[src/rtl/ram_burst_reader_pkg.sv]
// ram_burst_reader_pkg: shared state encoding and buffer sizing for the burst reader
package ram_burst_reader_pkg;
    typedef enum logic [1:0] {IDLE, RUN, DRAIN} state_t;
    localparam int BUF_DEPTH = 4;
    localparam int CNT_W = $clog2(BUF_DEPTH) + 1;
endpackage

[src/rtl/ram_rd_buf.sv]
// ram_rd_buf: small synchronous FIFO holding returned read beats with their last flag
module ram_rd_buf
    import ram_burst_reader_pkg::*;
#(
    parameter int W = 17
) (
    input  logic             clk,
    input  logic             rst,
    input  logic             i_push,
    input  logic [W-1:0]     i_data,
    input  logic             i_pop,
    output logic             o_valid,
    output logic [W-1:0]     o_data,
    output logic [CNT_W-1:0] o_count
);
    localparam int PW = $clog2(BUF_DEPTH);
    logic [W-1:0]     r_mem [BUF_DEPTH];
    logic [PW-1:0]    r_wr;
    logic [PW-1:0]    r_rd;
    logic [CNT_W-1:0] r_count;
    logic             w_pop;
    assign w_pop   = i_pop && (r_count != '0);
    assign o_valid = r_count != '0;
    assign o_data  = (r_count == '0) ? '0 : r_mem[r_rd];
    assign o_count = r_count;
    // storage: contents need no reset, emptiness is tracked by the count
    always_ff @(posedge clk)
        if (i_push) r_mem[r_wr] <= i_data;
    // pointer and occupancy bookkeeping
    always_ff @(posedge clk) begin
        if (!rst) begin
            r_wr    <= '0;
            r_rd    <= '0;
            r_count <= '0;
        end else begin
            if (i_push) r_wr <= r_wr + 1'b1;
            if (w_pop) r_rd <= r_rd + 1'b1;
            r_count <= r_count + CNT_W'(i_push) - CNT_W'(w_pop);
        end
    end
endmodule

[src/rtl/ram_burst_reader.sv]
// ram_burst_reader: reads a wrapping address burst from a synchronous RAM into a ready/valid stream
module ram_burst_reader
    import ram_burst_reader_pkg::*;
#(
    parameter int DATA_W = 16,
    parameter int ADDR_W = 4
) (
    input  logic              clk,
    input  logic              rst,
    input  logic              i_start,
    input  logic [ADDR_W-1:0] i_base_addr,
    input  logic [ADDR_W:0]   i_len,
    output logic [ADDR_W-1:0] o_ram_addr,
    input  logic [DATA_W-1:0] i_ram_dout,
    output logic              o_m_valid,
    input  logic              i_m_ready,
    output logic [DATA_W-1:0] o_m_data,
    output logic              o_m_last,
    output logic              o_busy,
    output logic              o_done
);
    localparam logic [ADDR_W:0] MAX_LEN = {1'b1, {ADDR_W{1'b0}}};
    localparam logic [ADDR_W:0] ONE = (ADDR_W + 1)'(1);
    state_t            r_state;
    logic [ADDR_W-1:0] r_addr;
    logic [ADDR_W-1:0] r_ram_addr;
    logic [ADDR_W:0]   r_rem;
    logic              r_v1;
    logic              r_l1;
    logic              r_v2;
    logic              r_l2;
    logic              r_busy;
    logic              r_done;
    logic [ADDR_W:0]   w_len;
    logic [CNT_W-1:0]  w_count;
    logic [CNT_W-1:0]  w_occ;
    logic              w_issue;
    logic              w_pop;
    assign w_len   = (i_len > MAX_LEN) ? MAX_LEN : i_len;
    assign w_occ   = w_count + CNT_W'(r_v1) + CNT_W'(r_v2);
    assign w_issue = (r_state == RUN) && (w_occ < CNT_W'(BUF_DEPTH));
    assign w_pop   = o_m_valid && i_m_ready;
    assign o_ram_addr = r_ram_addr;
    assign o_busy     = r_busy;
    assign o_done     = r_done;
    // control FSM plus the two-stage read pipeline (address register, then RAM latency)
    always_ff @(posedge clk) begin
        if (!rst) begin
            r_state    <= IDLE;
            r_addr     <= '0;
            r_ram_addr <= '0;
            r_rem      <= '0;
            r_v1       <= 1'b0;
            r_l1       <= 1'b0;
            r_v2       <= 1'b0;
            r_l2       <= 1'b0;
            r_busy     <= 1'b0;
            r_done     <= 1'b0;
        end else begin
            r_done <= 1'b0;
            r_v1   <= w_issue;
            r_l1   <= w_issue && (r_rem == ONE);
            r_v2   <= r_v1;
            r_l2   <= r_l1;
            if (w_issue) begin
                r_ram_addr <= r_addr;
                r_addr     <= r_addr + 1'b1;
                r_rem      <= r_rem - ONE;
            end
            case (r_state)
                IDLE: if (i_start) begin
                    if (w_len == '0) r_done <= 1'b1;
                    else begin
                        r_state <= RUN;
                        r_busy  <= 1'b1;
                        r_addr  <= i_base_addr;
                        r_rem   <= w_len;
                    end
                end
                RUN: if (w_issue && r_rem == ONE) r_state <= DRAIN;
                DRAIN: if (w_pop && o_m_last) begin
                    r_state <= IDLE;
                    r_busy  <= 1'b0;
                    r_done  <= 1'b1;
                end
                default: r_state <= IDLE;
            endcase
        end
    end
    ram_rd_buf #(.W(DATA_W + 1)) u_buf (
        .clk     (clk),
        .rst     (rst),
        .i_push  (r_v2),
        .i_data  ({r_l2, i_ram_dout}),
        .i_pop   (w_pop),
        .o_valid (o_m_valid),
        .o_data  ({o_m_last, o_m_data}),
        .o_count (w_count)
    );
endmodule

[config.mk]
export PLATFORM = sky130hd
export DESIGN_NAME = ram_burst_reader
export DESIGN_NICKNAME = d
export VERILOG_FILES = /design/src/rtl/ram_burst_reader_pkg.sv /design/src/rtl/ram_rd_buf.sv /design/src/rtl/ram_burst_reader.sv
export SDC_FILE = /design/constraint.sdc
export NUM_CORES = 1
export LEC_CHECK = 0
export ABC_AREA = 1
export ABC_CLOCK_PERIOD_IN_PS = 6550
export BUFFER_PORTS_ARGS = -buffer_cell sky130_fd_sc_hd__buf_4
export CAP_MARGIN = 0
export CORE_UTILIZATION = 60
export DETAILED_ROUTE_END_ITERATION = 10
export HOLD_SLACK_MARGIN = 0.06
export PLACE_DENSITY = 0.88
export SETUP_SLACK_MARGIN = 0.05
export SLEW_MARGIN = 20
export SYNTH_ARGS = -nofsm -noshare
export SYNTH_HDL_FRONTEND = slang
export SYNTH_SLANG_ARGS = --single-unit
export TNS_END_PERCENT = 50
[constraint.sdc]
create_clock -name clk -period 6.55 [get_ports clk]
set_input_delay 0.3275 -clock clk [delete_from_list [all_inputs] [get_ports clk]]
set_output_delay 0.3275 -clock clk [all_outputs]
set_load 0.1 [all_outputs]
==> impl_metrics.json <==
{
  "wirelength_um": 8310,
  "top_layer_used": "met4",
  "clk_path_buf_depth": 2,
  "grt.total_usage": 0.245,
  "postRouteAntennaNets": 0,
  "grt_pass1_vias": 2960,
  "yosysWarnings": 0,
  "row_count": 29,
  "p_leak_nw": 1.91,
  "p_per_area_nw_per_um2": 398,
  "arrival_ns": 2.74,
  "antenna_cells": 0,
  "seq_area_frac_synth": 0.635,
  "gp_congestion": 0.821,
  "vias": 2969,
  "wl_per_cell_um": 15.6,
  "multi_input_area_um2": 1240,
  "cts_root_buffer": "clkbuf_8",
  "async_flop_share": 0,
  "cts_hold_buf": 0,
  "endpoint_kind": "primary output",
  "worstMarginPinSlew_ns": 0.798,
  "r2r_setup_slack_ns": 3.80,
  "peakVddDrop_v": 0.000227,
  "post-place-ws_ns": 3.79,
  "worst-path-max-fanout": 18,
  "dp_hpwl_um": 5440,
  "wl_met2_um": 4380,
  "io_buffers": 52,
  "clk_pin_slew_ns": 0.09,
  "nets": 491,
  "cp-start-kind": "flip-flop",
  "outcome": "completed",
  "cts.sinks": 98,
  "relSlewSlack": 0.468,
  "final-setup-viol-count": 0,
  "wl_met1_um": 3330,
  "synth_cells": 404,
  "start_util": 0.637,
  "area.growth.synth_to_final_pct": 13.6,
  "critical_path_class": "reg -> out",
  "cts_resized": 0,
  "max_freq_mhz": 326,
  "period_share": 0.469,
  "clock_latency_ns": 0.37,
  "ff_latch_area_um2": 2640,
  "die_area_um2": 7270,
  "die_h_um": 85.3,
  "final.fill_count": 436,
  "skew_ns": 0.00701,
  "cts_made_buffers": 9,
  "overflow": 0,
  "hp-start": "i_ram_dout[9]",
  "fin_ws_ns": 3.48,
  "htree_levels": 3,
  "yosysTopAreaCell": "edfxtp_1",
  "drtIter0Drc": 231,
  "grt_pass1_wl_um": 13400,
  "yosysMostFrequentCell": "nor2_1",
  "min_path_type": "in -> reg",
  "r2r_start": "u_buf.o_count[1]$_SDFF_PN0_",
  "ys.flop_type": "edfxtp_1",
  "cts_tree": "built",
  "hold_ws_ns": 0.155,
  "antenna_found_initial": 0,
  "rsz0062_at_grt": "no",
  "synth_cell_types": 30,
  "dr_wl_met3_um": 418,
  "endpoint": "o_m_last",
  "ys_ff_latch": 98,
  "grt_max_degree": 36,
  "postCtsSetupRepairBufs": 0,
  "firstDrtPassIters": 4,
  "synth_top_area_share": 0.491,
  "slew_viol_final": 0,
  "reg2regPathDepth": 10,
  "synth_nets": 444,
  "worstPathRequired_ns": 6.22,
  "hold_viol": 0,
  "synth_common_cells": "nor2_1, edfxtp_1, inv_1, nand2_1, o21ai_0",
  "syn_avg_cell_area_um2": 10.3,
  "ioPinCount": 53,
  "synth_area_um2": 4160,
  "finalSetupTns_ns": 0,
  "core_um2": 6530,
  "r2r_end": "u_buf.o_count[2]$_SDFF_PN0_",
  "drc": 0,
  "drv_cap": 0,
  "post-route-min-period_ns": 3.07,
  "synth-edff-count": 68,
  "drive_gt1_frac": 0.195,
  "synth_area_leaders": "edfxtp_1, dfxtp_1, nor2_1",
  "routed_via_density": 5.57,
  "chipWidth_um": 85.3
}
[worst max-delay path, cell delays in order, from the launching register on]
cell and delay, ns:
dfxtp_1 0.75, clkinv_1 0.67, nor2_1 0.22, o21ai_0 0.10, nand2_1 0.12, inv_1 0.07, nor2_1 0.13, buf_4 0.31
[worst min path at each step]
| stage | depth (start not counted) | slack (ns) | endpoint |
|---|---|---|---|
| after floorplan | 2 | 0.39 | r_l2$_SDFF_PN0_ |
| after global placement | 2 | 0.40 | r_l2$_SDFF_PN0_ |
| after detailed placement | 2 | 0.42 | r_l2$_SDFF_PN0_ |
| after CTS | 1 | 0.15 | u_buf.r_mem[2][9]$_DFFE_PP_ |
| after global routing | 1 | 0.14 | u_buf.r_mem[1][9]$_DFFE_PP_ |
| final | 1 | 0.15 | u_buf.r_mem[1][9]$_DFFE_PP_ |
[kinds of logic (layout without fill, tap and decap cells)]
| family | Yosys count | count (layout) | share of synthesized area |
|---|---|---|---|
| compound gates | 81 | 81 | 0.102 |
| xor+xnor | 1 | 1 | 0.00211 |
| fa+ha+maj | 11 | 11 | 0.0349 |
| buf+inv | 62 | 114 | 0.0659 |
| flops | 98 | 98 | 0.635 |
| simple gates | 151 | 151 | 0.160 |
[sequential cells by signal (all words and copies together) (netlist names), named ones only]
name,cells
o_ram_addr,4
o_busy,1
u_buf.r_mem,68
r_l2,1
r_state,2
r_v1,1
r_rem,5
u_buf.o_count,3
r_l1,1
r_v2,1
o_done,1
u_buf.r_wr,2
r_addr,4
u_buf.r_rd,2
[cells in the final DEF, fill, tap and decap left out, types with 5 or more instances in the layout]
master and n:
dfxtp_1 30, clkbuf_8 9, o21ai_0 38, nand2_1 39
edfxtp_1 68, nand3_1 19, inv_1 39, o21ai_1 6
buf_4 53, inv_2 5, ha_1 10, nor2_1 77
a21oi_1 32
[stage by stage]
step	instance area [µm²]	std cells	util	power [mW]
2_1_floorplan	4160	404	-	1.38
3_3_place_gp	4550	517	0.696	1.52
3_5_place_dp	4550	517	0.696	1.54
4_1_cts	4730	533	0.724	1.88
5_1_grt	4730	533	0.724	1.96
6_report	4730	533	0.724	1.88
[area by class of cell]
type,instances,area share
inverter,45,0.0357
tap,77,0.0204
multi-input combinational,244,0.263
clock buffer,9,0.0262
clock inverter,7,0.0114
sequential,98,0.559
timing repair buffer,53,0.0842
[where the power goes]
| group | switching, mW | internal [mW] | total (mW) |
|---|---|---|---|
| Sequential | 0.0282 | 0.690 | 0.718 |
| Combinational | 0.640 | 0.169 | 0.809 |
| Clock | 0.212 | 0.140 | 0.352 |
| Total | 0.881 | 0.999 | 1.88 |
[per-layer routing]
metal	vias up	global-route usage
li1	1446	-
met5	-	0
met1	1403	0.280
met4	0	0.126
met2	101	0.431
met3	19	0.0584
Note: power is estimated with default switching activity, not from simulation.
